**config.mk**
```make
export PLATFORM = sky130hd
export DESIGN_NAME = fetch_stage
export DESIGN_NICKNAME = d
export VERILOG_FILES = /design/src/rtl/fetch_stage.sv
export SDC_FILE = /design/constraint.sdc
export NUM_CORES = 1
export LEC_CHECK = 0
export BUFFER_PORTS_ARGS = -buffer_cell sky130_fd_sc_hd__buf_2
export CAP_MARGIN = 20
export CORE_ASPECT_RATIO = 0.8
export CORE_MARGIN = 2
export CORE_UTILIZATION = 51
export CTS_CLUSTER_SIZE = 8
export DETAILED_ROUTE_END_ITERATION = 10
export PLACE_DENSITY = 0.81
export SLEW_MARGIN = 20
export SYNTH_ARGS = -nofsm -noshare
export SYNTH_HDL_FRONTEND = slang
export SYNTH_SLANG_ARGS = --single-unit
```
**constraint.sdc**
```tcl
create_clock -name clk -period 2.8 [get_ports clk]
set_clock_uncertainty 0.15 [all_clocks]
set_input_delay 0.28 -clock clk [delete_from_list [all_inputs] [get_ports clk]]
set_output_delay 0.28 -clock clk [all_outputs]
set_load 0.005 [all_outputs]
```
**src/rtl/fetch_stage.sv**
```systemverilog
// fetch_stage: RV32I instruction fetch owning the PC, next-PC select and the IF/ID pipeline register.
module fetch_stage #(
  parameter logic [31:0] RESET_PC  = 32'h0000_0000,
  parameter logic [31:0] NOP_INSTR = 32'h0000_0013
) (
  input  logic        clk,
  input  logic        rst,
  input  logic        StallF,
  input  logic        StallD,
  input  logic        FlushD,
  input  logic [1:0]  PCSrcE,
  input  logic [31:0] PCE,
  input  logic [31:0] ImmExtE,
  input  logic [31:0] ALUResultE,
  input  logic [31:0] InstrF,
  output logic [31:0] PCF,
  output logic [31:0] InstrD,
  output logic [31:0] PCD,
  output logic [31:0] PCPlus4D,
  output logic        ValidD,
  output logic [31:0] FetchCount,
  output logic        MisalignErr
);
  logic        redirect;
  logic        bubble;
  logic [31:0] target;
  always_comb begin
    redirect = PCSrcE == 2'b01 || PCSrcE == 2'b10;
    target   = PCSrcE == 2'b01 ? PCE + ImmExtE : {ALUResultE[31:1], 1'b0};
    bubble   = FlushD || redirect;
  end
  // A redirect squashes the wrong-path instruction in IF/ID even while stalled.
  always_ff @(posedge clk) begin
    if (rst) begin
      PCF         <= RESET_PC;
      InstrD      <= NOP_INSTR;
      PCD         <= '0;
      PCPlus4D    <= '0;
      ValidD      <= 1'b0;
      FetchCount  <= '0;
      MisalignErr <= 1'b0;
    end else begin
      PCF <= redirect ? {target[31:2], 2'b00} : StallF ? PCF : PCF + 32'd4;
      if (redirect && target[1:0] != 2'b00) MisalignErr <= 1'b1;
      if (bubble) begin
        InstrD   <= NOP_INSTR;
        PCD      <= '0;
        PCPlus4D <= '0;
        ValidD   <= 1'b0;
      end else if (!StallD) begin
        InstrD     <= InstrF;
        PCD        <= PCF;
        PCPlus4D   <= PCF + 32'd4;
        ValidD     <= 1'b1;
        FetchCount <= FetchCount + 32'd1;
      end
    end
  end
endmodule

```
== Word-level counts from Yosys, hierarchy flattened ==
Index checks and enable logic that the tools add are counted.
Storage, ports and cells
  flip-flop bits (word level): 162
  output and inout port bits: 162
  word-level logic and storage cells: 26
Operators by class
  $add $sub $neg: 3
  eq/ne operators: 3
  multiplexer cells: 3
  bitwise operators: 2
  reductions and logical operators: 7
Operators by type and width (number)
  32-bit 2-to-1 mux: 3
  32-bit by 1-bit adder with 32-bit output (second input constant): 1
  32-bit by 3-bit adder with 32-bit output (second input constant): 1
  32-bit adder: 1
  2-bit OR reduction: 2
  2-bit by 1-bit == test with 1-bit output (second input constant): 1
  2-bit == test (second input constant): 1
  1-bit logical OR: 2
  2-bit by 1-bit inequality test with 1-bit output (second input constant): 1
  1-bit inverter: 2
  2-bit AND reduction: 1
  2-bit nonzero test: 1
  1-bit logical AND: 1

== Longest topological paths before layout ==
Gate-level depths: netlist of the first run.
  depth after elaboration: 5
  mapped depth: 12
  gate-level depth less buffers: 10

== Least setup slack after synthesis of the first run ==
No wires, ideal clock.
  kind: input port to flip-flop
  start: input PCE[0]
  end: register PCF[30]
  setup time: 0.087 ns
  data arrival time: 2.418 ns
  required time: 2.563 ns
  slack: 0.146 ns
  cell stages on the path: 10
  cells stage by stage: ha_1 > fa_1 > a21o_1 > a311o_1 > nand4_1 > a21oi_1 > o21ai_2 > a21oi_1 > mux2_1 > a221oi_2
On the way
  longest elaborated chain between the ends: 3
Ends and longest elaborated chain
  start, declared: line 12  | input logic [31:0] PCE,
  32-bit adder: line 29  | target = PCSrcE == 2'b01 ? PCE + ImmExtE : {ALUResultE[31:1], 1'b0};
  32-bit 2-to-1 mux: line 29
  32-bit 2-to-1 mux: line 43  | PCF <= redirect ? {target[31:2], 2'b00} : StallF ? PCF : PCF + 32'd4;
  end signal, assigned: line 43
  end, declared: line 16  | output logic [31:0] PCF,
No other way between the ends.
A chain may end at the register's enable or synchronous reset.

== Worst setup path after layout of the first run ==
Ends and elaborated chain as after synthesis.

==> results of run 1 <==
[timing repair]
action / 4_1_cts / 5_1_grt
hold endpoints to repair: 32 / 0
gates resized for setup: 0 / 0
hold buffers: 32 / 0
[registers in the layout, indices dropped and copies added (netlist names)]
register	count
FetchCount	32
InstrD	32
MisalignErr	1
PCD	30
PCF	30
PCPlus4D	30
ValidD	1
[area by class of cell]
cell class	instances	area share
Multi-Input combinational cell	795	0.458
Sequential cell	156	0.277
Timing Repair Buffer	363	0.187
Clock buffer	18	0.0389
Tap cell	220	0.0244
Clock inverter	13	0.0118
Inverter	10	0.00333
[power groups by stage]
| stage | Clock [W] | Combinational, W | Sequential (W) |
|---|---|---|---|
| 2_1_floorplan | 0 | 0.000713 | 0.00242 |
| 3_3_place_gp | 0 | 0.00111 | 0.00243 |
| 3_5_place_dp | 0 | 0.00112 | 0.00243 |
| 4_1_cts | 0.00224 | 0.00117 | 0.00238 |
| 5_1_grt | 0.00235 | 0.00130 | 0.00239 |
| 6_report | 0.00222 | 0.00119 | 0.00239 |
[per-stage QoR]
step	setup TNS [ns]	worst slack (ns)
after floorplan	0	0.146
after global placement	-0.252	-0.0820
after detailed placement	-0.556	-0.181
after CTS	0	0.273
after global routing	0	0.0708
final	0	0.260
[cell usage in the layout (no fill, tap or decap), types with 3 or more instances in the layout]
| cell | n |
|---|---|
| sky130_fd_sc_hd__clkbuf_16 | 17 |
| sky130_fd_sc_hd__o21ai_0 | 21 |
| sky130_fd_sc_hd__nand4_1 | 12 |
| sky130_fd_sc_hd__and3_1 | 15 |
| sky130_fd_sc_hd__nand2_1 | 59 |
| sky130_fd_sc_hd__nand2b_1 | 5 |
| sky130_fd_sc_hd__o31ai_1 | 3 |
| sky130_fd_sc_hd__nor2_1 | 197 |
| sky130_fd_sc_hd__or2_2 | 3 |
| sky130_fd_sc_hd__or3_1 | 10 |
| sky130_fd_sc_hd__buf_4 | 41 |
| sky130_fd_sc_hd__xnor2_1 | 57 |
| sky130_fd_sc_hd__conb_1 | 6 |
| sky130_fd_sc_hd__a221oi_1 | 9 |
| sky130_fd_sc_hd__o21a_1 | 4 |
| sky130_fd_sc_hd__buf_2 | 288 |
| sky130_fd_sc_hd__and2_1 | 10 |
| sky130_fd_sc_hd__a21o_1 | 16 |
| sky130_fd_sc_hd__clkinv_4 | 3 |
| sky130_fd_sc_hd__dfxtp_1 | 156 |
| sky130_fd_sc_hd__a21oi_1 | 82 |
| sky130_fd_sc_hd__mux2i_1 | 68 |
| sky130_fd_sc_hd__a31oi_1 | 3 |
| sky130_fd_sc_hd__inv_1 | 8 |
| sky130_fd_sc_hd__nand3_1 | 24 |
| sky130_fd_sc_hd__nor2b_1 | 12 |
| sky130_fd_sc_hd__nor3_1 | 12 |
| sky130_fd_sc_hd__xor2_1 | 47 |
| sky130_fd_sc_hd__inv_6 | 3 |
| sky130_fd_sc_hd__o21bai_1 | 7 |
| sky130_fd_sc_hd__a311oi_1 | 3 |
| sky130_fd_sc_hd__ha_1 | 33 |
| sky130_fd_sc_hd__o22ai_1 | 4 |
| sky130_fd_sc_hd__a211oi_1 | 26 |
| sky130_fd_sc_hd__clkinvlp_4 | 3 |
| sky130_fd_sc_hd__dlygate4sd3_1 | 32 |
[per-layer routing]
| metal | share of wire | wire length [um] |
|---|---|---|
| met5 | 0 | 0 |
| met2 | 0.44 | 11700 |
| met1 | 0.45 | 12000 |
| met3 | 0.085 | 2230 |
| met4 | 0.019 | 488 |
[critical path, delay by kind of cell]
kind | cells | cell delay (ns)
AOI/OAI and AO/OA | 6 | 1.24
adders and majority gates | 2 | 0.61
buffers and inverters | 1 | 0.10
muxes | 1 | 0.35
and+or+nand+nor | 1 | 0.13
[how the worst min path moves through the flow]
stage,to,slack [ns],cells past startpoint
floorplan,InstrD[0],0.25,2
global placement,ValidD,0.29,2
detailed placement,ValidD,0.30,2
CTS,PCF[10],0.01,3
global route,PCF[10],0.05,3
finish,PCF[10],0.02,3
[synthesized netlist by cell type (16+ instances only)]
cell type / count / area, um^2
sky130_fd_sc_hd__a211oi_1: 26 / 195
sky130_fd_sc_hd__a21o_1: 16 / 120
sky130_fd_sc_hd__a21oi_1: 82 / 410
sky130_fd_sc_hd__clkbuf_1: 48 / 180
sky130_fd_sc_hd__dfxtp_1: 156 / 3120
sky130_fd_sc_hd__ha_1: 34 / 425
sky130_fd_sc_hd__mux2i_1: 68 / 681
sky130_fd_sc_hd__nand2_1: 59 / 221
sky130_fd_sc_hd__nand3_1: 24 / 120
sky130_fd_sc_hd__nor2_1: 197 / 739
sky130_fd_sc_hd__o21ai_0: 21 / 105
sky130_fd_sc_hd__xnor2_1: 57 / 499
sky130_fd_sc_hd__xor2_1: 47 / 412
[cell families (layout without fill, tap and decap cells)]
group                      after synthesis  count (layout)  share of synthesized area
and+or+nand+nor                        376             376                      0.202
AOI/OAI and AO/OA                      202             202                      0.154
DFF                                    156             156                      0.364
xor gates and xnor gates               104             104                      0.106
buffers and inverters                   76             404                     0.0365
muxes                                   72              72                     0.0846
adders and majority gates               35              35                     0.0519
other                                    1               6                   0.000437
==> tab_implementation.tex, run 1 <==
\begin{tabular}{lr}
\hline
Metric & Value \\
\hline
\multicolumn{2}{l}{\textbf{Outcome}} \\
Run status & completed \\
\multicolumn{2}{l}{\textbf{Run}} \\
Number of max-cap violations & 0 \\
\multicolumn{2}{l}{\textbf{Timing}} \\
Final min period & between 2 and 3 ns \\
Hold\_ws & 0.0243 ns \\
Worst slew slack as a fraction of its limit & 0.515 \\
Actual transition at the worst max-transition pin & 0.728 ns \\
Fmax & 394 MHz \\
RSZ-0062 raised after global routing & no \\
Max Transition Viols Final & 0 \\
Final count of negative-setup-slack endpoints & 0 \\
Final worst path period share & 0.907 \\
Number of hold violations in the final report & 0 \\
\multicolumn{2}{l}{\textbf{Drt}} \\
Remaining design rule violation count & 0 \\
Count of nets left with antenna violations after detail routing & 0 \\
Via count & 8521 \\
TritonRoute pass-1 iters & 5 \\
WL per Instance & approximately 17 um \\
Total wirelength of the detailed-routed design & around 26000 um \\
Via density per instance & 5.41 \\
Number of DRC markers after the initial detailed-route iteration & roughly 700 \\
\multicolumn{2}{l}{\textbf{Placed design}} \\
Weighted congestion at the end of routability-driven global placement & between 0.9 and 1 \\
Post-Place Cells & 1512 \\
Final HPWL DP & approximately 19000 um \\
Standard cell area after detailed placement & 10400 um\^{}2 \\
Count of input and output buffers & 289 \\
\multicolumn{2}{l}{\textbf{Yosys}} \\
Gate count after technology mapping & 1022 \\
Count of yosys warnings during synthesis & 0 \\
Total of flip-flops plus latches after synthesis & 156 \\
Proportion of synthesized chip area in sequential cells & 0.364 \\
Avg Synthesized Cell Area & 8.39 um\^{}2 \\
Synth Cell Area & about 8600 um\^{}2 \\
Proportion of synthesized flip-flops having asynchronous set or reset & 0 \\
Most frequently used flop master after synthesis & sky130\_fd\_sc\_hd\_\_dfxtp\_1 \\
Count of cell types in the netlist & 69 \\
Count of flip-flops with a built-in enable after synthesis & 0 \\
\multicolumn{2}{l}{\textbf{Final layout}} \\
Filler instances & 1322 \\
Count of non-filler cells in the finished layout & 1575 \\
Share of final-layout standard cells stronger than drive strength 1 & 0.286 \\
Share of the core filled with cells & 0.684 \\
Total non-filler cell area in the finished layout & 11300 um\^{}2 \\
Sequential Area & roughly 3100 um\^{}2 \\
Nets & roughly 1500 \\
Multi-input gate area in the final layout & 5160 um\^{}2 \\
Antenna cells & 0 \\
Area Overhead vs Synth & 31.5\% \\
\multicolumn{2}{l}{\textbf{Clock network}} \\
Number of buffers created by CTS & 17 \\
Depth of the CTS H-tree & 4 \\
Clk slew on worst S/H paths & about 0.060 ns \\
Total setup buffers inserted after CTS & 0 \\
Library cell used as clock root buffer & sky130\_fd\_sc\_hd\_\_clkbuf\_16 \\
Clock latency reported for the late side of the worst-skew pair & 0.42 ns \\
Clock tree from TritonCTS & done \\
Maximum count of clock buffers along a single path & 2 \\
CTS sink cnt & 156 \\
\multicolumn{2}{l}{\textbf{Die}} \\
Number of top-level pins & 297 \\
DIE WIDTH & 149 um \\
Starting utilization of the core area & 0.520 \\
Die ar. & 17900 um\^{}2 \\
CORE AREA & 16500 um\^{}2 \\
Row count & 42 \\
Y dimension of the die & 120 um \\
\multicolumn{2}{l}{\textbf{Critical path}} \\
Worst setup EP type & flop \\
Data arrival time of the critical path & roughly 2.7 ns \\
Cell repeated most along the worst path & sky130\_fd\_sc\_hd\_\_a21oi\_1 \\
Number of cell instances on the worst register-to-register path & 10 \\
Register-to-register path setup slack & around 0.30 ns \\
Worst-path cell chain & buf\_2 -> ha\_1 -> fa\_1 -> a21o\_1 -> a311o\_1 -> nand4\_1 -> a21oi\_1 -> o21ai\_2 -> a21oi\_1 -> mux2\_1 -> a221oi\_2 \\
Reg-to-reg critical path startpoint & FetchCount[0] \\
Slowest library cell on the worst path & sky130\_fd\_sc\_hd\_\_fa\_1 \\
Crit path launch type & input port \\
Largest stage delay on the critical path & 0.40 ns \\
Capturing point of the worst reg2reg path & FetchCount[30] \\
Worst setup path startpoint & PCE[0] \\
Critical path class & input port to flop \\
Data required, critical path & around 3 ns \\
Maximum fanout along the worst path & 3 \\
Worst setup endpoint & PCF[30] \\
\multicolumn{2}{l}{\textbf{Power}} \\
IR drop worst, VDD & 0.313 mV \\
Net load switching power & around 0.0017 W \\
Combinational group share of total power & 0.205 \\
Sequential share of power & 0.412 \\
Static power due to leakage & 5.23 nW \\
Net Sw Frac & 0.292 \\
Clock network power share & 0.383 \\
Post-layout power & between 0.005 and 0.006 W \\
Power per cell area & 514 nW/um\^{}2 \\
Internal power of the cells & 0.00411 W \\
\multicolumn{2}{l}{\textbf{GRT}} \\
Met1 usage in global routing & 0.405 \\
Total Routing Usage GR & 0.288 \\
Number of global-route vias before repair & 7791 \\
Global routing met2 resource utilization & 0.450 \\
Gr busiest metal & met2 \\
Initial antenna violation count & 0 \\
Largest net degree at the start of global routing & about 120 \\
Total grt overflow & 0 \\
First-pass GRT wire length & 40800 um \\
Met3 usage in global routing & 0.0559 \\
\multicolumn{2}{l}{\textbf{Worst hold path}} \\
Startpoint of the lowest-slack hold path & ALUResultE[10] \\
Worst Hold Class & input port to flop \\
\hline
\end{tabular}
Note: power is estimated with default switching activity, not from simulation.
==> run 2, diff against run 1 <==
Settings changed: CORE_UTILIZATION 51 to 31, PLACE_DENSITY 0.81 to default.
==> run 2 against run 1 <==
Net effect: global-route usage decreased by 9.5 points; fmax shrank 1.2%; routed wire length increased by 7.4%; critical path depth unchanged; sequential share of layout area shrank 0.65 points; via count down 3.4%; combinational power increased by 3%; cell count grew 9.8%; clock power is 6% higher; first-iteration DRC count decreased by 27%; critical path type unchanged.
==> tab_implementation.tex, run 2 (synthesized netlist as in run 1, its figures left out) <==
\begin{tabular}{lr}
\hline
Metric & Value \\
\hline
\multicolumn{2}{l}{\textbf{Outcome}} \\
Run status & completed \\
\multicolumn{2}{l}{\textbf{GRT}} \\
Number of global-route vias before repair & 7750 (-0.53\%) \\
Total grt overflow & 0 (unchanged) \\
Total Routing Usage GR & 0.192 (-0.0954) \\
Largest net degree at the start of global routing & 121 (unchanged) \\
Initial antenna violation count & 1 (+1) \\
First-pass GRT wire length & 43900 um (+7.6\%) \\
\multicolumn{2}{l}{\textbf{Final layout}} \\
Area Overhead vs Synth & 34.7\% \\
Filler instances & 2754 (+110\%) \\
Most common library cell in the layout ignoring fill and taps & sky130\_fd\_sc\_hd\_\_buf\_2 \\
Total non-filler cell area in the finished layout & 11600 um\^{}2 (+2.4\%) \\
Nets & 1523 (+0.66\%) \\
Antenna cells & 0 (unchanged) \\
Top library cells by usage in the layout, fill and taps aside & sky130\_fd\_sc\_hd\_\_buf\_2, sky130\_fd\_sc\_hd\_\_nor2\_1, sky130\_fd\_sc\_hd\_\_dfxtp\_1 \\
Share of final-layout standard cells stronger than drive strength 1 & 0.290 (+0.00450) \\
Registers with the highest flip-flop counts & FetchCount x32, InstrD x32 \\
\multicolumn{2}{l}{\textbf{Die}} \\
DIE WIDTH & 190 um (+28\%) \\
Number of top-level pins & 297 (unchanged) \\
Starting utilization of the core area & 0.315 (-0.205) \\
Row count & 54 (+29\%) \\
Die ar. & 29000 um\^{}2 (+62\%) \\
Y dimension of the die & 153 um (+27\%) \\
CORE AREA & 27200 um\^{}2 (+65\%) \\
\multicolumn{2}{l}{\textbf{Clock network}} \\
Clk slew on worst S/H paths & 0.07 ns (about the same) \\
Maximum count of clock buffers along a single path & 2 (unchanged) \\
Clock tree from TritonCTS & done \\
Library cell used as clock root buffer & sky130\_fd\_sc\_hd\_\_clkbuf\_16 \\
CTS sink cnt & 156 (unchanged) \\
Post-cts resize count & 0 (unchanged) \\
Clock latency reported for the late side of the worst-skew pair & 0.43 ns (about the same) \\
Number of buffers created by CTS & 17 (unchanged) \\
Depth of the CTS H-tree & 4 (unchanged) \\
\multicolumn{2}{l}{\textbf{Critical path}} \\
Critical path class & input port to flop \\
Crit path launch type & input port \\
Data required, critical path & 2.97 ns (-0.02 ns) \\
Data arrival time of the critical path & 2.74 ns (about the same) \\
Worst setup EP type & flop \\
Maximum fanout along the worst path & 4 (+1) \\
\multicolumn{2}{l}{\textbf{Drt}} \\
Via density per instance & 4.76 (-12\%) \\
WL per Instance & 16.4 um (-2.1\%) \\
Via count & 8228 (-3.4\%) \\
Number of DRC markers after the initial detailed-route iteration & 504 (-27\%) \\
TritonRoute pass-1 iters & 5 (unchanged) \\
Total wirelength of the detailed-routed design & 28300 um (+7.4\%) \\
Count of nets left with antenna violations after detail routing & 0 (unchanged) \\
Remaining design rule violation count & 0 (unchanged) \\
\multicolumn{2}{l}{\textbf{Placed design}} \\
Count of input and output buffers & 289 (unchanged) \\
Weighted congestion at the end of routability-driven global placement & 0.887 (-6.0\%) \\
Final HPWL DP & 21600 um (+12\%) \\
Standard cell area after detailed placement & 10600 um\^{}2 (+2.4\%) \\
\multicolumn{2}{l}{\textbf{Timing}} \\
Final worst path period share & 0.918 (+0.0107) \\
Max Transition Viols Final & 0 (unchanged) \\
Number of hold violations in the final report & 0 (unchanged) \\
Fmax & 389 MHz (-1.2\%) \\
Final count of negative-setup-slack endpoints & 0 (unchanged) \\
Hold\_ws & 0.0482 ns (+0.0239 ns) \\
Actual transition at the worst max-transition pin & 0.718 ns (-0.0101 ns) \\
Final min period & 2.57 ns (+0.0299 ns) \\
RSZ-0062 raised after global routing & no \\
Worst slew slack as a fraction of its limit & 0.521 (+0.00676) \\
\multicolumn{2}{l}{\textbf{Power}} \\
IR drop worst, VDD & 0.315 mV (+0.84\%) \\
Static power due to leakage & 5.28 nW (+0.87\%) \\
Power per cell area & 515 nW/um\^{}2 (+0.21\%) \\
\multicolumn{2}{l}{\textbf{Run}} \\
Number of max-cap violations & 0 (unchanged) \\
\multicolumn{2}{l}{\textbf{Worst hold path}} \\
Worst Hold Class & input port to flop \\
\hline
\end{tabular}
run 2: cell count changes in the layout (fill, tap and decap cells not counted):
cell and change:
sky130_fd_sc_hd__buf_4 +9, sky130_fd_sc_hd__bufinv_16 +1, sky130_fd_sc_hd__clkbuf_8 -1, sky130_fd_sc_hd__clkinv_2 -1, sky130_fd_sc_hd__clkinv_4 -2, sky130_fd_sc_hd__clkinvlp_4 +2
sky130_fd_sc_hd__dlygate4sd3_1 +1, sky130_fd_sc_hd__inv_6 +2, sky130_fd_sc_hd__inv_8 -1
run 2: per-stage QoR:
stage	TNS, ns	setup slack, ns	total power (W)	instances	utilization
final	0	0.230	0.00595	1729	0.424
after floorplan	0	0.146	0.00313	1027	-
after global placement	-0.671	-0.141	0.00360	1665	0.391
after detailed placement	-1.09	-0.204	0.00361	1665	0.391
after CTS	0	0.233	0.00602	1729	0.424
after global routing	0	0.0259	0.00625	1729	0.424
run 2: path summary, 6_finish.rpt:
path             startpoint  endpoint  slack (ns)  cells past startpoint
max reg2reg          PCF[3]   PCF[30]        0.27                      9
max                  PCE[0]   PCF[27]        0.23                     11
min reg2reg          ValidD    ValidD        0.30                      2
min          ALUResultE[25]   PCF[25]        0.05                      3
run 2: repair_timing:
action	in CTS	in global routing
buffers inserted	0	0
endpoints found under the hold margin	33	0
hold buffers	33	0
run 2: area by class of cell:
cell class	count	area (um^2)	share of cell area
inverter	10	37.5	0.00325
timing repair buffer	373	2190	0.189
clock buffer	17	425	0.0368
sequential	156	3120	0.270
tap	364	455	0.0394
multi-input combinational	795	5160	0.447
clock inverter	14	161	0.0140
run 2: per-layer routing:
layer	global-route usage	share of wire
met1	0.290	0.53
met3	0.0389	0.062
met4	0.0546	0.019
met5	0	0.00046
met2	0.273	0.39
run 2: report_power, final:
| part | total, W | switching [W] | internal [W] |
|---|---|---|---|
| sequential | 0.00237 | 0.0000806 | 0.00229 |
| combinational | 0.00123 | 0.000667 | 0.000565 |
| clock | 0.00235 | 0.00102 | 0.00133 |
| total | 0.00595 | 0.00176 | 0.00419 |
run 2: worst max-delay path, cell delays in order:
cell and delay (ns):
sky130_fd_sc_hd__buf_2 0.10, sky130_fd_sc_hd__ha_1 0.21, sky130_fd_sc_hd__buf_4 0.14, sky130_fd_sc_hd__a211oi_1 0.33
sky130_fd_sc_hd__o21bai_2 0.12, sky130_fd_sc_hd__o311ai_2 0.30, sky130_fd_sc_hd__a21oi_2 0.14, sky130_fd_sc_hd__nand4b_1 0.23
sky130_fd_sc_hd__a31o_2 0.28, sky130_fd_sc_hd__mux2_1 0.35, sky130_fd_sc_hd__a221oi_2 0.26
